`src/rtl/ci_stim_link_rx.sv`:
```
// Serial link receiver: oversamples the stimulator's clk_out/data_out link and
// deserialises MSB-first frames. Optional even-parity bit: STIM_LINK_RX_PARITY_EN.
module ci_stim_link_rx #(
  parameter int FRAME_BITS   = 16,
  parameter int IDLE_TIMEOUT = 64
) (
  input  logic                  i_clk,
  input  logic                  i_rst_n,
  input  logic                  i_link_clk,
  input  logic                  i_link_data,
  output logic [FRAME_BITS-1:0] o_frame_data,
  output logic                  o_frame_valid,
  output logic                  o_frame_err,
  output logic                  o_busy,
  output logic [7:0]            o_frame_cnt
);

`ifdef STIM_LINK_RX_PARITY_EN
  localparam int LEN = FRAME_BITS + 1;
`else
  localparam int LEN = FRAME_BITS;
`endif
  localparam int CW = $clog2(LEN + 1);
  localparam int TW = $clog2(IDLE_TIMEOUT + 1);

  typedef enum logic [1:0] {
    S_IDLE,
    S_SHIFT,
    S_DONE
  } state_t;

  state_t          r_state, w_state_nxt;
  logic [LEN-1:0]  r_shift, w_shift_nxt;
  logic [CW-1:0]   r_cnt, w_cnt_nxt, w_cnt_inc;
  logic [TW-1:0]   r_timer, w_timer_nxt;
  logic            w_done, w_timeout, w_good;

  logic            r_link_clk_p0, r_link_clk_p1, r_link_clk_p2;
  logic            r_link_data_p0, r_link_data_p1;
  logic            w_rise, w_bit;

  logic [FRAME_BITS-1:0] r_frame_data;
  logic                  r_frame_valid, r_frame_err;
  logic [7:0]            r_frame_cnt;

  // Synchroniser stage: clock and data share the same depth so they stay aligned
  always_ff @(posedge i_clk or negedge i_rst_n) begin
    if (!i_rst_n) begin
      r_link_clk_p0  <= 1'b0;
      r_link_clk_p1  <= 1'b0;
      r_link_clk_p2  <= 1'b0;
      r_link_data_p0 <= 1'b0;
      r_link_data_p1 <= 1'b0;
    end else begin
      r_link_clk_p0  <= i_link_clk;
      r_link_clk_p1  <= r_link_clk_p0;
      r_link_clk_p2  <= r_link_clk_p1;
      r_link_data_p0 <= i_link_data;
      r_link_data_p1 <= r_link_data_p0;
    end
  end

  assign w_rise    = r_link_clk_p1 & ~r_link_clk_p2;
  assign w_bit     = r_link_data_p1;
  assign w_cnt_inc = r_cnt + 1'b1;

  // Frame state register
  always_ff @(posedge i_clk or negedge i_rst_n) begin
    if (!i_rst_n) begin
      r_state <= S_IDLE;
      r_shift <= '0;
      r_cnt   <= '0;
      r_timer <= '0;
    end else begin
      r_state <= w_state_nxt;
      r_shift <= w_shift_nxt;
      r_cnt   <= w_cnt_nxt;
      r_timer <= w_timer_nxt;
    end
  end

  always_comb begin
    w_state_nxt = r_state;
    w_shift_nxt = r_shift;
    w_cnt_nxt   = r_cnt;
    w_timer_nxt = r_timer;
    w_done      = 1'b0;
    w_timeout   = 1'b0;
    case (r_state)
      S_IDLE: begin
        if (w_rise) begin
          w_shift_nxt = {{(LEN-1){1'b0}}, w_bit};
          w_cnt_nxt   = CW'(1);
          w_timer_nxt = '0;
          w_state_nxt = S_SHIFT;
        end
      end
      S_SHIFT: begin
        if (w_rise) begin
          w_shift_nxt = {r_shift[LEN-2:0], w_bit};
          w_cnt_nxt   = w_cnt_inc;
          w_timer_nxt = '0;
          if (w_cnt_inc == CW'(LEN)) begin
            w_done      = 1'b1;
            w_state_nxt = S_DONE;
          end
        end else if (r_timer == TW'(IDLE_TIMEOUT - 1)) begin
          w_timeout   = 1'b1;
          w_shift_nxt = '0;
          w_cnt_nxt   = '0;
          w_timer_nxt = '0;
          w_state_nxt = S_IDLE;
        end else begin
          w_timer_nxt = r_timer + 1'b1;
        end
      end
      S_DONE: begin
        w_cnt_nxt   = '0;
        w_state_nxt = S_IDLE;
      end
      default: w_state_nxt = S_IDLE;
    endcase
  end

`ifdef STIM_LINK_RX_PARITY_EN
  // Even parity: data bits plus parity bit must XOR to zero
  assign w_good = ~(^w_shift_nxt);
`else
  assign w_good = 1'b1;
`endif

  // Output stage: result lands in the DONE cycle, one cycle after the last rise
  always_ff @(posedge i_clk or negedge i_rst_n) begin
    if (!i_rst_n) begin
      r_frame_data  <= '0;
      r_frame_valid <= 1'b0;
      r_frame_err   <= 1'b0;
      r_frame_cnt   <= '0;
    end else begin
      r_frame_valid <= w_done & w_good;
      r_frame_err   <= w_timeout | (w_done & ~w_good);
      if (w_done && w_good) begin
        r_frame_data <= w_shift_nxt[LEN-1 -: FRAME_BITS];
        r_frame_cnt  <= r_frame_cnt + 8'd1;
      end
    end
  end

  assign o_frame_data  = r_frame_data;
  assign o_frame_valid = r_frame_valid;
  assign o_frame_err   = r_frame_err;
  assign o_frame_cnt   = r_frame_cnt;
  assign o_busy        = (r_state == S_SHIFT);

endmodule

```
`config.mk`:
```
export PLATFORM = sky130hd
export DESIGN_NAME = ci_stim_link_rx
export DESIGN_NICKNAME = d
export VERILOG_FILES = /design/src/rtl/ci_stim_link_rx.sv
export SDC_FILE = /design/constraint.sdc
export NUM_CORES = 1
export LEC_CHECK = 0
export CORE_MARGIN = 1
export CORE_UTILIZATION = 40
export DETAILED_ROUTE_END_ITERATION = 16
export GPL_ROUTABILITY_DRIVEN = 0
export PLACE_DENSITY_LB_ADDON = 0.15
export SLEW_MARGIN = 25
export SYNTH_ARGS = -nofsm -noshare
export SYNTH_HDL_FRONTEND = slang
export SYNTH_SLANG_ARGS = --single-unit
export TNS_END_PERCENT = 100
```
`constraint.sdc`:
```
create_clock -name i_clk -period 2.5 [get_ports i_clk]
set_clock_uncertainty 0.15 [all_clocks]
set_input_delay 0.75 -clock i_clk [delete_from_list [all_inputs] [get_ports i_clk]]
set_output_delay 0.75 -clock i_clk [all_outputs]
set_load 0.005 [all_outputs]
```
==> metrics.md, run 1 <==
| Metric | Value |
|---|---|
| Status | `complete, but fails checks` |
| Failing checks | `design-rule violations` |
| Area contributors post-synth | `dfrtp_1, mux2_2, a22o_1` |
| DRT Pass-1 Iters | `10` |
| Max-slew violation count | `0` |
| Ports | `31` |
| Reg clk slew, reported paths | `70 ps` |
| Worst EP arrival | `1530 ps` |
| Total power | `2387 µW` |
| Cells after synthesis | `214` |
| Yosys reg bits | `60` |
| Min Hold Slack | `201.3 ps` |
| Drt drc | `2` |
| Synthesis-to-layout area growth | `20.38%` |
| Seq pwr share | `0.475` |
| Vias in the first global route | `1,782` |
| Post-CTS Setup Inserts | `0` |
| CTS tree | `done` |
| Via count | `1,755` |
| H-tree lvl count | `3` |
| TNS Setup | `0 ps` |
| Logic pwr share | `0.203` |
| Tmin final | `2425 ps` |
| Post-place setup slack | `314.2 ps` |
| Grt ovf | `0` |
| GRT Resource Usage Total | `0.1591` |
| Initial Utilization | `0.4187` |
| CP max-delay cell | `clkdlybuf4s50_1` |
| Delay-heaviest family, CP | `buffers and inverters` |
| DR WL/cell | `14.92 µm` |
| Layout net count | `264` |
| Top cell type by total area after synthesis | `dfrtp_1` |
| Multi-input gate area | `1062 µm²` |
| Initial antenna violation count | `0` |
| Global-route wire length before repair | `8680 µm` |
| Initial DRC Count | `95` |
| Skew-Pair Late Insertion Delay | `330 ps` |
| Final Hold Vio Count | `0` |
| Sw Pwr | `776.5 µW` |
| Clock sinks | `60` |
| Gates resized, CTS repair | `0` |
| Core Region | `6422 µm²` |
| Synth Net Count | `225` |
| Inserted Diodes | `0` |
| PortBufs | `30` |
| Share of cells above drive strength 1 | `0.2287` |
| CP required | `1600 ps` |
| Chip Height | `83.99 µm` |
| P_leak | `0.001485 µW` |
| Post-synth top area share | `0.5584` |
| Critical Path End Type | `output port` |
| Avg Inst Size Synth | `12.56 µm²` |
| ANT nets after route | `0` |
| Sequential fraction of the synthesis area | `0.5584` |
| Post-synth top flop | `dfrtp_1` |
| Clock Path Buffers | `2` |
| PwrDens | `737.4 nW/µm²` |
| Setup violators final | `0` |
| Storage cell area | `1501 µm²` |
| Unique cell type count in the Yosys netlist | `48` |
| Die area | `7054 µm²` |
| Internal cell power | `1610 µW` |
| Slew headroom | `0.7198` |
| Post-route core utilization | `0.5040` |
| Hpwl dp | `3233 µm` |
| MaxCap Viol Count | `0` |
| Hold_buf cts | `0` |
| Max FO, Critical Path | `4` |
| Final period util | `0.9701` |
| WL final | `4998 µm` |
| Fmax | `412.3 MHz` |
| Post-synth EDFFs | `0` |
| Syn. warnings | `0` |
| Switching portion of total power | `0.3253` |
| Clk pwr share | `0.322` |
| Largest net degree at the start of global routing | `61` |
| DR vias/cell | `5.239` |
| Fillcell total | `574` |
| CP Cell Sequence | `inv_1, ha_2, clkdlybuf4s50_1` |
| Worst setup SP type | `register` |
| Most common cell after layout, fill and taps aside | `dfrtp_1` |
| Final worst slack | `74.78 ps` |
| # rows | `29` |
| Root buf cell | `clkbuf_8` |
| FFs w/ async S/R, synth | `1.000` |
| WP buf/inv | `2` |
| CTS Buf Count | `9` |
| Cell area after synthesis | `2689 µm²` |
| Die W | `83.99 µm` |
| Hold crit path type | `reg2reg` |
| VDD IR max | `0.3922 mV` |
| Largest stage delay, worst path | `500 ps` |
| Tightest Pin Transition | `418.7 ps` |
| Most frequent cells in the layout | `dfrtp_1, clkdlybuf4s50_1, mux2_2` |
| Register-to-Register Setup Slack | `290 ps` |
| Critical path class | `reg2out` |
==> final timing paths <==
path | cells past startpoint | end | startpoint
min in group asynchronous | 2 | r_timer[1] | i_rst_n
max in group asynchronous | 2 | r_link_data_p0 | i_rst_n
worst max register to register | 7 | o_frame_cnt[7] | r_cnt[1]
worst max-delay path | 3 | o_busy | r_state[1]
worst min register to register | 0 | r_link_clk_p1 | r_link_clk_p0
worst min-delay path | 0 | r_link_clk_p1 | r_link_clk_p0
==> state kept, by name, summed over array words and instances, names as in the netlist, 2 cells and up <==
signal	cells
o_frame_cnt	8
o_frame_data	16
r_cnt	5
r_shift	15
r_state	2
r_timer	7
==> power by group through the flow <==
| stage | clock [µW] | sequential (µW) | combinational, µW |
|---|---|---|---|
| 2_1_floorplan | 0 | 1130 | 382 |
| 3_3_place_gp | 0 | 1150 | 479 |
| 3_5_place_dp | 0 | 1150 | 484 |
| 4_1_cts | 793 | 1130 | 487 |
| 5_1_grt | 836 | 1150 | 543 |
| 6_report | 770 | 1130 | 484 |
==> cell usage after synthesis, drive strengths merged, types with 4 or more instances <==
| cell | instances |
|---|---|
| a21oi | 11 |
| nand2 | 10 |
| buf | 9 |
| o21ai | 6 |
| nor2 | 9 |
| ha | 7 |
| a22o | 15 |
| inv | 7 |
| xnor2 | 4 |
| dfrtp | 60 |
| xor2 | 5 |
| nand3 | 11 |
| mux2 | 18 |
| nor3 | 8 |
==> per-stage QoR <==
| stage | instances | instance area [µm²] |
|---|---|---|
| floorplan | 214 | 2689 |
| global placement | 319 | 3059 |
| finish | 335 | 3237 |
| global route | 335 | 3237 |
| detailed placement | 319 | 3059 |
| CTS | 335 | 3234 |
==> cell type report <==
cell class	count	share of cell area
clock inverters	7	0.01585
multi-input cells	136	0.3282
well taps	77	0.02976
flip-flops and latches	60	0.4639
clock buffers	9	0.03827
inverters	7	0.008118
repair buffers	39	0.1160
==> cell families (layout without fill, tap and decap cells) <==
| group | after synthesis | count (layout) | share of synthesized area |
|---|---|---|---|
| mux | 21 | 21 | 0.09260 |
| simple gates | 52 | 52 | 0.1070 |
| flops | 60 | 60 | 0.5584 |
| xor+xnor | 9 | 9 | 0.02931 |
| buf+inv | 18 | 62 | 0.04747 |
| compound gates | 47 | 47 | 0.1326 |
| fa+ha+maj | 7 | 7 | 0.03257 |
==> worst register-to-register path, stage by stage (launching register included) <==
cell and delay (ps):
dfrtp_1 440, ha_1 260, and3_1 280, mux2i_4 300
nand3_2 110, buf_4 210, nor3_1 220, xor2_1 160
==> metal layers <==
layer	up-vias	part of all wire	GRT usage
li1	851	-	-
met1	864	0.51	0.2181
met2	34	0.44	0.2265
met3	6	0.036	0.05143
met4	0	0.011	0.07680
met5	-	0	0
Power figures use the tool's default switching activity.
==> inputs of run 2 (changes only) <==
--- a/config.mk
+++ b/config.mk
@@ -10,6 +10,7 @@
 export DETAILED_ROUTE_END_ITERATION = 16
 export GPL_ROUTABILITY_DRIVEN = 0
 export PLACE_DENSITY_LB_ADDON = 0.15
+export SKIP_LAST_GASP = 1
 export SLEW_MARGIN = 25
 export SYNTH_ARGS = -nofsm -noshare
 export SYNTH_HDL_FRONTEND = slang
==> results of run 2 <==
Same layout as run 1: the final DEF is identical, and so are final timing and power.
==> inputs of run 3 (changes only) <==
--- a/config.mk
+++ b/config.mk
@@ -7,6 +7,7 @@
 export LEC_CHECK = 0
 export CORE_MARGIN = 1
 export CORE_UTILIZATION = 40
+export CTS_CLUSTER_DIAMETER = 200
 export DETAILED_ROUTE_END_ITERATION = 16
 export GPL_ROUTABILITY_DRIVEN = 0
 export PLACE_DENSITY_LB_ADDON = 0.15
==> results of run 3 <==
Same layout as run 1: the final DEF is identical, and so are final timing and power.
